==> config.mk <==
export PLATFORM = sky130hd
export DESIGN_NAME = ifetch_ctrl
export DESIGN_NICKNAME = d
export VERILOG_FILES = /design/src/rtl/ifetch_ctrl_pkg.sv /design/src/rtl/ifetch_ctrl_queue.sv /design/src/rtl/ifetch_ctrl.sv
export SDC_FILE = /design/constraint.sdc
export NUM_CORES = 1
export LEC_CHECK = 0
export BUFFER_PORTS_ARGS = -buffer_cell sky130_fd_sc_hd__buf_4
export CAP_MARGIN = 10
export CORE_UTILIZATION = 35
export CTS_CLUSTER_SIZE = 24
export DETAILED_ROUTE_END_ITERATION = 8
export PLACE_DENSITY = 0.68
export SLEW_MARGIN = 5
export SYNTH_ARGS = -nofsm -noshare
export SYNTH_HDL_FRONTEND = slang
export SYNTH_SLANG_ARGS = --single-unit
==> constraint.sdc <==
create_clock -name clk -period 3.15 [get_ports clk]
set_clock_uncertainty 0.15 [all_clocks]
set_input_delay 0.315 -clock clk [delete_from_list [all_inputs] [get_ports clk]]
set_output_delay 0.315 -clock clk [all_outputs]
set_load 0.02 [all_outputs]
==> src/rtl/ifetch_ctrl_pkg.sv <==
// Shared definitions for the instruction fetch controller and its queue.
package ifetch_ctrl_pkg;

  localparam logic [15:0] RESET_VECTOR = 16'h8000;

  // A queue entry holds the fetch address in the upper half and the word in the lower half.
  localparam int FETCH_ENTRY_W = 32;

  typedef enum logic [1:0] {
    IDLE    = 2'd0,
    BUSY    = 2'd1,
    DISCARD = 2'd2
  } fetch_state_e;

  function automatic logic [FETCH_ENTRY_W-1:0] pack_entry(input logic [15:0] pc,
                                                          input logic [15:0] instr);
    return {pc, instr};
  endfunction

  function automatic logic [15:0] entry_pc(input logic [FETCH_ENTRY_W-1:0] entry);
    return entry[31:16];
  endfunction

  function automatic logic [15:0] entry_instr(input logic [FETCH_ENTRY_W-1:0] entry);
    return entry[15:0];
  endfunction

endpackage

==> src/rtl/ifetch_ctrl_queue.sv <==
// Small FIFO holding fetched {pc, instr} pairs until decode takes them.
// Flush empties the queue and wins over any same-cycle push or pop.
module ifetch_queue
  import ifetch_ctrl_pkg::*;
#(
  parameter int DEPTH = 2
) (
  input  logic                     clk,
  input  logic                     rst,
  input  logic                     push_i,
  input  logic                     pop_i,
  input  logic                     flush_i,
  input  logic [FETCH_ENTRY_W-1:0] wdata_i,
  output logic [$clog2(DEPTH):0]   count_o,
  output logic [FETCH_ENTRY_W-1:0] head_o
);

  localparam int PTR_W = $clog2(DEPTH);
  localparam int CNT_W = PTR_W + 1;

  logic [FETCH_ENTRY_W-1:0] mem_q [DEPTH];
  logic [PTR_W-1:0]         rd_ptr_q, rd_ptr_d;
  logic [PTR_W-1:0]         wr_ptr_q, wr_ptr_d;
  logic [CNT_W-1:0]         count_q, count_d;
  logic                     do_pop;

  assign do_pop  = pop_i && (count_q != '0);
  assign count_o = count_q;
  assign head_o  = mem_q[rd_ptr_q];

  // Pointer and occupancy updates; pointers wrap naturally since DEPTH is a power of two.
  always_comb begin
    rd_ptr_d = rd_ptr_q;
    wr_ptr_d = wr_ptr_q;
    count_d  = count_q;
    if (flush_i) begin
      rd_ptr_d = '0;
      wr_ptr_d = '0;
      count_d  = '0;
    end else begin
      if (push_i) wr_ptr_d = wr_ptr_q + PTR_W'(1);
      if (do_pop) rd_ptr_d = rd_ptr_q + PTR_W'(1);
      count_d = count_q + CNT_W'(push_i) - CNT_W'(do_pop);
    end
  end

  // Control registers cleared asynchronously so the queue comes out of reset empty.
  always_ff @(posedge clk or posedge rst) begin
    if (rst) begin
      rd_ptr_q <= '0;
      wr_ptr_q <= '0;
      count_q  <= '0;
    end else begin
      rd_ptr_q <= rd_ptr_d;
      wr_ptr_q <= wr_ptr_d;
      count_q  <= count_d;
    end
  end

  // Entry storage needs no reset because count gates its visibility.
  always_ff @(posedge clk) begin
    if (push_i && !flush_i) mem_q[wr_ptr_q] <= wdata_i;
  end

endmodule

==> src/rtl/ifetch_ctrl.sv <==
// Fetch controller: steers the PC, issues one instruction-memory read at a
// time and buffers returned words for decode. Redirects flush the queue and
// any in-flight read is dropped when it eventually returns.
module ifetch_ctrl #(
  parameter int          DEPTH        = 2,
  parameter logic [15:0] RESET_VECTOR = ifetch_ctrl_pkg::RESET_VECTOR
) (
  input  logic        clk,
  input  logic        rst,
  input  logic [15:0] pc_addr_i,
  output logic        pc_write_o,
  output logic [15:0] pc_next_o,
  output logic        imem_req_o,
  output logic [15:0] imem_addr_o,
  input  logic        imem_ack_i,
  input  logic [15:0] imem_rdata_i,
  input  logic        redirect_valid_i,
  input  logic [15:0] redirect_pc_i,
  output logic        dec_valid_o,
  output logic [15:0] dec_pc_o,
  output logic [15:0] dec_instr_o,
  input  logic        dec_ready_i
);

  import ifetch_ctrl_pkg::*;

  localparam int CNT_W  = $clog2(DEPTH) + 1;
  localparam int CNTN_W = CNT_W + 1;

  fetch_state_e             state_q, state_d;
  logic                     imem_req_q, imem_req_d;
  logic [15:0]              imem_addr_q, imem_addr_d;
  logic [CNT_W-1:0]         count;
  logic [FETCH_ENTRY_W-1:0] head;
  logic [CNTN_W-1:0]        cnt_n;
  logic                     pop, push, space, issue;

  assign dec_valid_o = (count != '0);
  assign dec_pc_o    = entry_pc(head);
  assign dec_instr_o = entry_instr(head);
  assign imem_req_o  = imem_req_q;
  assign imem_addr_o = imem_addr_q;

  // A new read is only allowed when the queue will still have room for its
  // result, which keeps count + outstanding within DEPTH at all times.
  assign pop   = dec_valid_o & dec_ready_i;
  assign push  = (state_q == BUSY) & imem_ack_i & ~redirect_valid_i;
  assign cnt_n = CNTN_W'(count) + CNTN_W'(push) - CNTN_W'(pop);
  assign space = (cnt_n < CNTN_W'(DEPTH));
  assign issue = ~redirect_valid_i & space &
                 ((state_q == IDLE) | ((state_q == BUSY) & imem_ack_i));

  // Next state, request register updates and combinational PC steering.
  always_comb begin
    state_d     = state_q;
    imem_req_d  = imem_req_q;
    imem_addr_d = imem_addr_q;
    pc_write_o  = 1'b1;
    pc_next_o   = pc_addr_i;

    case (state_q)
      IDLE: begin
        if (issue) state_d = BUSY;
      end
      BUSY: begin
        if (redirect_valid_i) state_d = imem_ack_i ? IDLE : DISCARD;
        else if (imem_ack_i)  state_d = issue ? BUSY : IDLE;
      end
      DISCARD: begin
        // The ack retires the dropped read even if another redirect arrives with it.
        if (imem_ack_i) state_d = IDLE;
      end
      default: state_d = IDLE;
    endcase

    if (issue) begin
      imem_req_d  = 1'b1;
      imem_addr_d = pc_addr_i;
    end else if (imem_ack_i && (state_q != IDLE)) begin
      imem_req_d = 1'b0;
    end

    // Letting the PC increment on issue means each issued address consumes
    // exactly one PC value; otherwise the PC is held or redirected.
    if (redirect_valid_i) begin
      pc_write_o = 1'b1;
      pc_next_o  = {redirect_pc_i[15:1], 1'b0};
    end else if (issue) begin
      pc_write_o = 1'b0;
    end
  end

  // State and request registers, reset asynchronously to the boot vector.
  always_ff @(posedge clk or posedge rst) begin
    if (rst) begin
      state_q     <= IDLE;
      imem_req_q  <= 1'b0;
      imem_addr_q <= RESET_VECTOR;
    end else begin
      state_q     <= state_d;
      imem_req_q  <= imem_req_d;
      imem_addr_q <= imem_addr_d;
    end
  end

  ifetch_queue #(
    .DEPTH(DEPTH)
  ) u_queue (
    .clk     (clk),
    .rst     (rst),
    .push_i  (push),
    .pop_i   (pop),
    .flush_i (redirect_valid_i),
    .wdata_i (pack_entry(imem_addr_q, imem_rdata_i)),
    .count_o (count),
    .head_o  (head)
  );

  // The issue rule must never let a result arrive into a full queue.
  a_no_push_when_full : assert property (@(posedge clk) disable iff (rst)
    !(push && (count == CNT_W'(DEPTH))));

endmodule

==> results of run 1 <==
## flip-flops by register name, summed over array words and instances (netlist names)
name              flops
imem_addr_o          16
imem_req_o            1
state_q               2
u_queue.count_o       2
u_queue.mem_q        64
u_queue.rd_ptr_q      1
u_queue.wr_ptr_q      1
## cell usage after synthesis (all sizes together) (2+ instances only)
| cell | n |
|---|---|
| clkbuf | 5 |
| buf | 3 |
| nor2 | 5 |
| xor2 | 2 |
| edfxtp | 64 |
| mux2 | 63 |
| a21oi | 2 |
| inv | 5 |
| xnor2 | 3 |
| nand2b | 4 |
| nor2b | 3 |
| dfrtp | 22 |
| nand3b | 2 |
| ha | 3 |
## layer usage
metal,GRT usage (%),share of wire (%),vias up
li1,-,-,1015
met4,3.90,0.99,0
met1,14.8,41,1034
met5,0,0,-
met2,24.5,52,72
met3,4.14,5.8,7
## report_power, final
| group | switching (µW) | internal (µW) | leakage, µW |
|---|---|---|---|
| combinational | 846 | 925 | 0.00109 |
| clock | 399 | 456 | 0.000108 |
| sequential | 147 | 1500 | 0.000855 |
## final cells by class
| type | count | area, µm² | share of cell area, % |
|---|---|---|---|
| repair buffers | 144 | 1140 | 22.4 |
| clock inverters | 7 | 104 | 2.04 |
| inverters | 5 | 18.8 | 0.369 |
| clock buffers | 9 | 124 | 2.44 |
| flip-flops and latches | 87 | 2500 | 49.2 |
| well taps | 133 | 166 | 3.28 |
| multi-input cells | 96 | 1030 | 20.2 |
## worst paths after layout
check / cells after the start / slack, ns / endpoint / start
min reg2reg: 0 / 0.36 / u_queue.mem_q[1][27] / imem_addr_o[11]
min: 2 / 0.04 / imem_req_o / rst
max in group asynchronous: 2 / 2.15 / u_queue.count_o[1] / rst
max: 10 / 0.1 / pc_write_o / u_queue.count_o[1]
min in group clk: 2 / 0.05 / imem_addr_o[14] / pc_addr_i[14]
max reg2reg: 10 / 0.29 / imem_addr_o[9] / u_queue.count_o[1]
## stage by stage
step                util [%]  worst slack (ns)  hold WS (ns)  std cells  TNS, ns
global route            51.7           -0.0135        0.0320        481  -0.0135
floorplan                  -             0.256         0.166        196        0
CTS                     51.5            0.0207        0.0353        480        0
detailed placement      47.3             0.249         0.328        445        0
global placement        47.3             0.291         0.327        445        0
finish                  51.7            0.0993        0.0421        481        0
## cells by family (layout without fill, tap and decap cells)
| kind of cell | count (synthesis) | in the layout |
|---|---|---|
| flip-flops | 87 | 87 |
| buffers and inverters | 13 | 165 |
| AO/OA/AOI/OAI | 4 | 4 |
| multiplexers | 63 | 63 |
| XOR/XNOR | 5 | 5 |
| adder cells (fa/ha/maj) | 4 | 4 |
| AND/OR/NAND/NOR | 20 | 20 |
## worst reg2reg max path: stages, from the launching register on
cell and delay (ns):
dfrtp_2 0.41, o21a_1 0.23, ha_1 0.30, inv_2 0.07
nand2_2 0.05, fa_1 0.54, nand2b_4 0.07, nor4b_4 0.25
buf_6 0.14, buf_4 0.18, mux2_2 0.35
## repair_timing
| item | in CTS | in global routing |
|---|---|---|
| hold buffers | 17 | 0 |
| buffers inserted | 2 | 1 |
| hold endpoints to repair | 33 | 0 |
| setup endpoints to repair | 1 | 1 |
| gates resized for setup | 2 | 4 |
==> impl_metrics.toml, run 1 <==
[min_path]
min_path_type = "primary input to async pin"

[timing]
maxSlewViolCount = 0
final_hold_viol_count = 0
timing.slew.headroom_pct = 35.1
fmax_ghz = 0.328
worstMarginPinSlew_ns = 0.973
finalSetupViolCount = 0
fin_crit_sh_pct = 96.8
finalCriticalPeriod_ns = 3.05

[logic_synthesis]
synth_flop_cell = "edfxtp_1"
netlist_instances = 196
synth_compound_area_share_pct = 0.632
synthAdderAreaFrac_pct = 1.61
synth_area_leaders = "edfxtp_1 54%, mux2_2 17%, dfrtp_1 15%"
synthSimpleGateAreaFrac_pct = 3.89
yosysTopAreaCellShare_pct = 53.9
synth_top_family_by_area = "multiplexers"
syn_area_mm2 = 0.00357
synth_edf_count = 64
synth.yosys.seq_area_share_pct = 70.1
ys_ff_latch = 87
ys_async_sr_fraction_pct = 26.4
synthXorXnorAreaFrac_pct = 1.23
synth_fp_nets = 253
synth.area.mux_share_pct = 20.7
yosys_warnings = 0
synth_top_cell_by_area = "edfxtp_1"
synth.distinct_cells = 27
syn_area_per_cell_um2 = 18.2

[floorplan]
die_x_um = 103
rows = 36
io_pins = 120
die_y_um = 103
die-area_mm2 = 0.0106
initial_core_util_pct = 36.3
coreArea_mm2 = 0.00982

[routing]
drc = 0
drt_iter0_drc = 29
avgRoutedWirePerCell_um = 14.3
drt-pass1-iter-count = 3
vias_per_cell = 4.42
vias = 2128
drtAntennaViolNets = 0
wl_um = 6860

[clocking]
clk_latency_ns = 0.35
cts_tree = "built"
clock-sinks = 87
cts_made_buffers = 9
path_clk_slew_ns = 0.09
h-tree-depth = 3
root_buffer = "clkbuf_8"
cts_buffer_depth = 2

[place]
gp_congestion = 0.700
dp_hpwl_um = 4620
placed_area_mm2 = 0.00464
port_buffers = 118

[setup_path]
cp_slowest_stage_delay_ns = 0.54
critical_path.top_delay_family = "adder cells"
start_kind = "register"
critPathCaptureType = "output pin"
path_cells = "o21a_1 -> ha_1 -> inv_2 -> nand2_2 -> fa_1 -> nand2b_4 -> nor4b_4 -> buf_6 -> inv_1 -> buf_4"
cp.buffers_inverters = 4
cp.arrival_ns = 2.59
cp_slowest_cell = "fa_1"
critical_path_class = "register to output pin"
worst-path-max-fanout = 3
cp.required_ns = 2.68

[grt]
grt_max_degree = 34
grt_first_pass_wirelength_um = 10300
antenna_found_initial = 0
track_usage_pct = 13.3
grt_pass1_vias = 2175
grt_overflow_total = 0

[power]
leakagePower_uw = 0.00205
p_per_area_mw_per_mm2 = 842
total_power_uw = 4270
ir_drop_v = 0.000380

[finish]
final_common_cell = "buf_4"
diodes = 0
finalInstanceArea_mm2 = 0.00508
area_delta_synth_final_pct = 42.5
mostFrequentLayoutCells = "125 x buf_4, 64 x edfxtp_1, 55 x mux2_2"
nets = 400
fillers = 840
drive_gt1_share_pct = 62.6

[outcome]
status = "complete, no violations"

[run]
max-cap-violations = 0
Note: power is estimated with default switching activity, not from simulation.
==> inputs of run 2 (changes only) <==
CORE_ASPECT_RATIO = 1.75   (was not set)
CORE_UTILIZATION = 45   (was 35)
PLACE_DENSITY = 0.82   (was 0.68)
==> impl_metrics.toml, run 2 (synthesis results as in run 1) <==
[timing]
finalSetupViolCount = 0
fin_crit_sh_pct = 96.3
fmax_ghz = 0.330
timing.slew.headroom_pct = 38.1
rsz0062_at_grt = "false"
finalCriticalPeriod_ns = 3.03
final_hold_viol_count = 0
worstMarginPinSlew_ns = 0.928
maxSlewViolCount = 0

[floorplan]
rows = 42
die-area_mm2 = 0.00830
io_pins = 120
coreArea_mm2 = 0.00762
initial_core_util_pct = 46.8
die_x_um = 69.3
die_y_um = 120

[run]
max-cap-violations = 0

[routing]
drtAntennaViolNets = 0
drt-pass1-iter-count = 4
wl_um = 6860
drc = 0
vias = 2107
vias_per_cell = 5.02
drt_iter0_drc = 53
avgRoutedWirePerCell_um = 16.3

[grt]
grt_pass1_vias = 2149
track_usage_pct = 17.4
grt_first_pass_wirelength_um = 10800
grt_overflow_total = 0
grt_max_degree = 33
antenna_found_initial = 0

[finish]
finalInstanceArea_mm2 = 0.00489
drive_gt1_share_pct = 64.5
area_delta_synth_final_pct = 37.1
utilization_pct = 64.2
mostFrequentLayoutCells = "126 x buf_4, 64 x edfxtp_1, 55 x mux2_2"
final_common_cell = "buf_4"
fin_cells = 420
largest_reg_flops = 64
largest_register = "u_queue.mem_q"
diodes = 0
nets = 384

[power]
leakagePower_uw = 0.00200
p_per_area_mw_per_mm2 = 901
ir_drop_v = 0.000644
total_power_uw = 4400

[clocking]
cts_made_buffers = 9
cts_tree = "built"
h-tree-depth = 3
clock-sinks = 87
cts_buffer_depth = 2
path_clk_slew_ns = 0.06
root_buffer = "clkbuf_16"
clk_latency_ns = 0.32

[setup_path]
worst-path-max-fanout = 3
cp.required_ns = 2.68
critPathCaptureType = "output pin"
path_cells = "o21a_1 -> ha_1 -> inv_2 -> nand2_2 -> fa_1 -> nand2b_4 -> nor4b_4 -> buf_12 -> inv_4 -> buf_6"
cp.arrival_ns = 2.57
cp_slowest_stage_delay_ns = 0.53
cp_slowest_cell = "fa_1"
critical_path_class = "register to output pin"
start_kind = "register"

[place]
port_buffers = 118
placed_area_mm2 = 0.00457
gp_congestion = 0.704
dp_hpwl_um = 4690
dp.cells = 398

[min_path]
min_path_type = "primary input to register"

[outcome]
status = "complete, no violations"
run 2: layer usage:
layer	vias to the layer above	track usage [%]	wire, µm
met5	-	0	0
met4	0	10.1	230
met1	1026	19.4	2570
met2	75	30.1	3750
met3	14	3.95	300
li1	992	-	-
run 2: metrics by stage:
step | hold WS (ns) | TNS (ns) | setup WS, ns
after floorplan | 0.166 | 0 | 0.256
after global placement | 0.327 | 0 | 0.288
after detailed placement | 0.343 | 0 | 0.236
after CTS | 0.00625 | -0.0128 | -0.0128
after global routing | 0.00800 | 0 | 0.0298
final | 0.0216 | 0 | 0.116
run 2: what timing repair did:
item	4_1_cts	5_1_grt
setup buffers	6	0
pin swaps	4	2
resized for setup	6	2
endpoints found under the setup margin	1	11
hold endpoints to repair	0	0
hold buffers	0	0
run 2: final timing paths:
check	cells past startpoint	to	slack, ns	startpoint
min reg2reg	0	u_queue.mem_q[0][30]	0.35	imem_addr_o[14]
max reg2reg	10	imem_addr_o[11]	0.18	u_queue.count_o[0]
max in group asynchronous	2	u_queue.count_o[1]	2.17	rst
max	10	pc_write_o	0.12	u_queue.count_o[0]
min	2	state_q[1]	0.02	imem_ack_i
min in group asynchronous	2	imem_addr_o[13]	0.05	rst
run 2: final cells by class:
class / count / area, µm²
clock buffers: 14 / 244
clock inverters: 2 / 8.76
fillers: 577 / 2730
inverters: 5 / 21.3
multi-input cells: 96 / 1030
flip-flops and latches: 87 / 2500
well taps: 88 / 110
repair buffers: 128 / 977
run 2: worst max-delay path: cells and delay by family (launching register included):
kind,cells,cell delay [ns]
buffers and inverters,4,0.37
AND/OR/NAND/NOR,3,0.44
flip-flops,1,0.40
adder cells (fa/ha/maj),2,0.83
AO/OA/AOI/OAI,1,0.21
run 2: where the power goes:
| part | internal (µW) | switching (µW) |
|---|---|---|
| combinational | 963 | 861 |
| clock | 531 | 378 |
| sequential | 1510 | 163 |
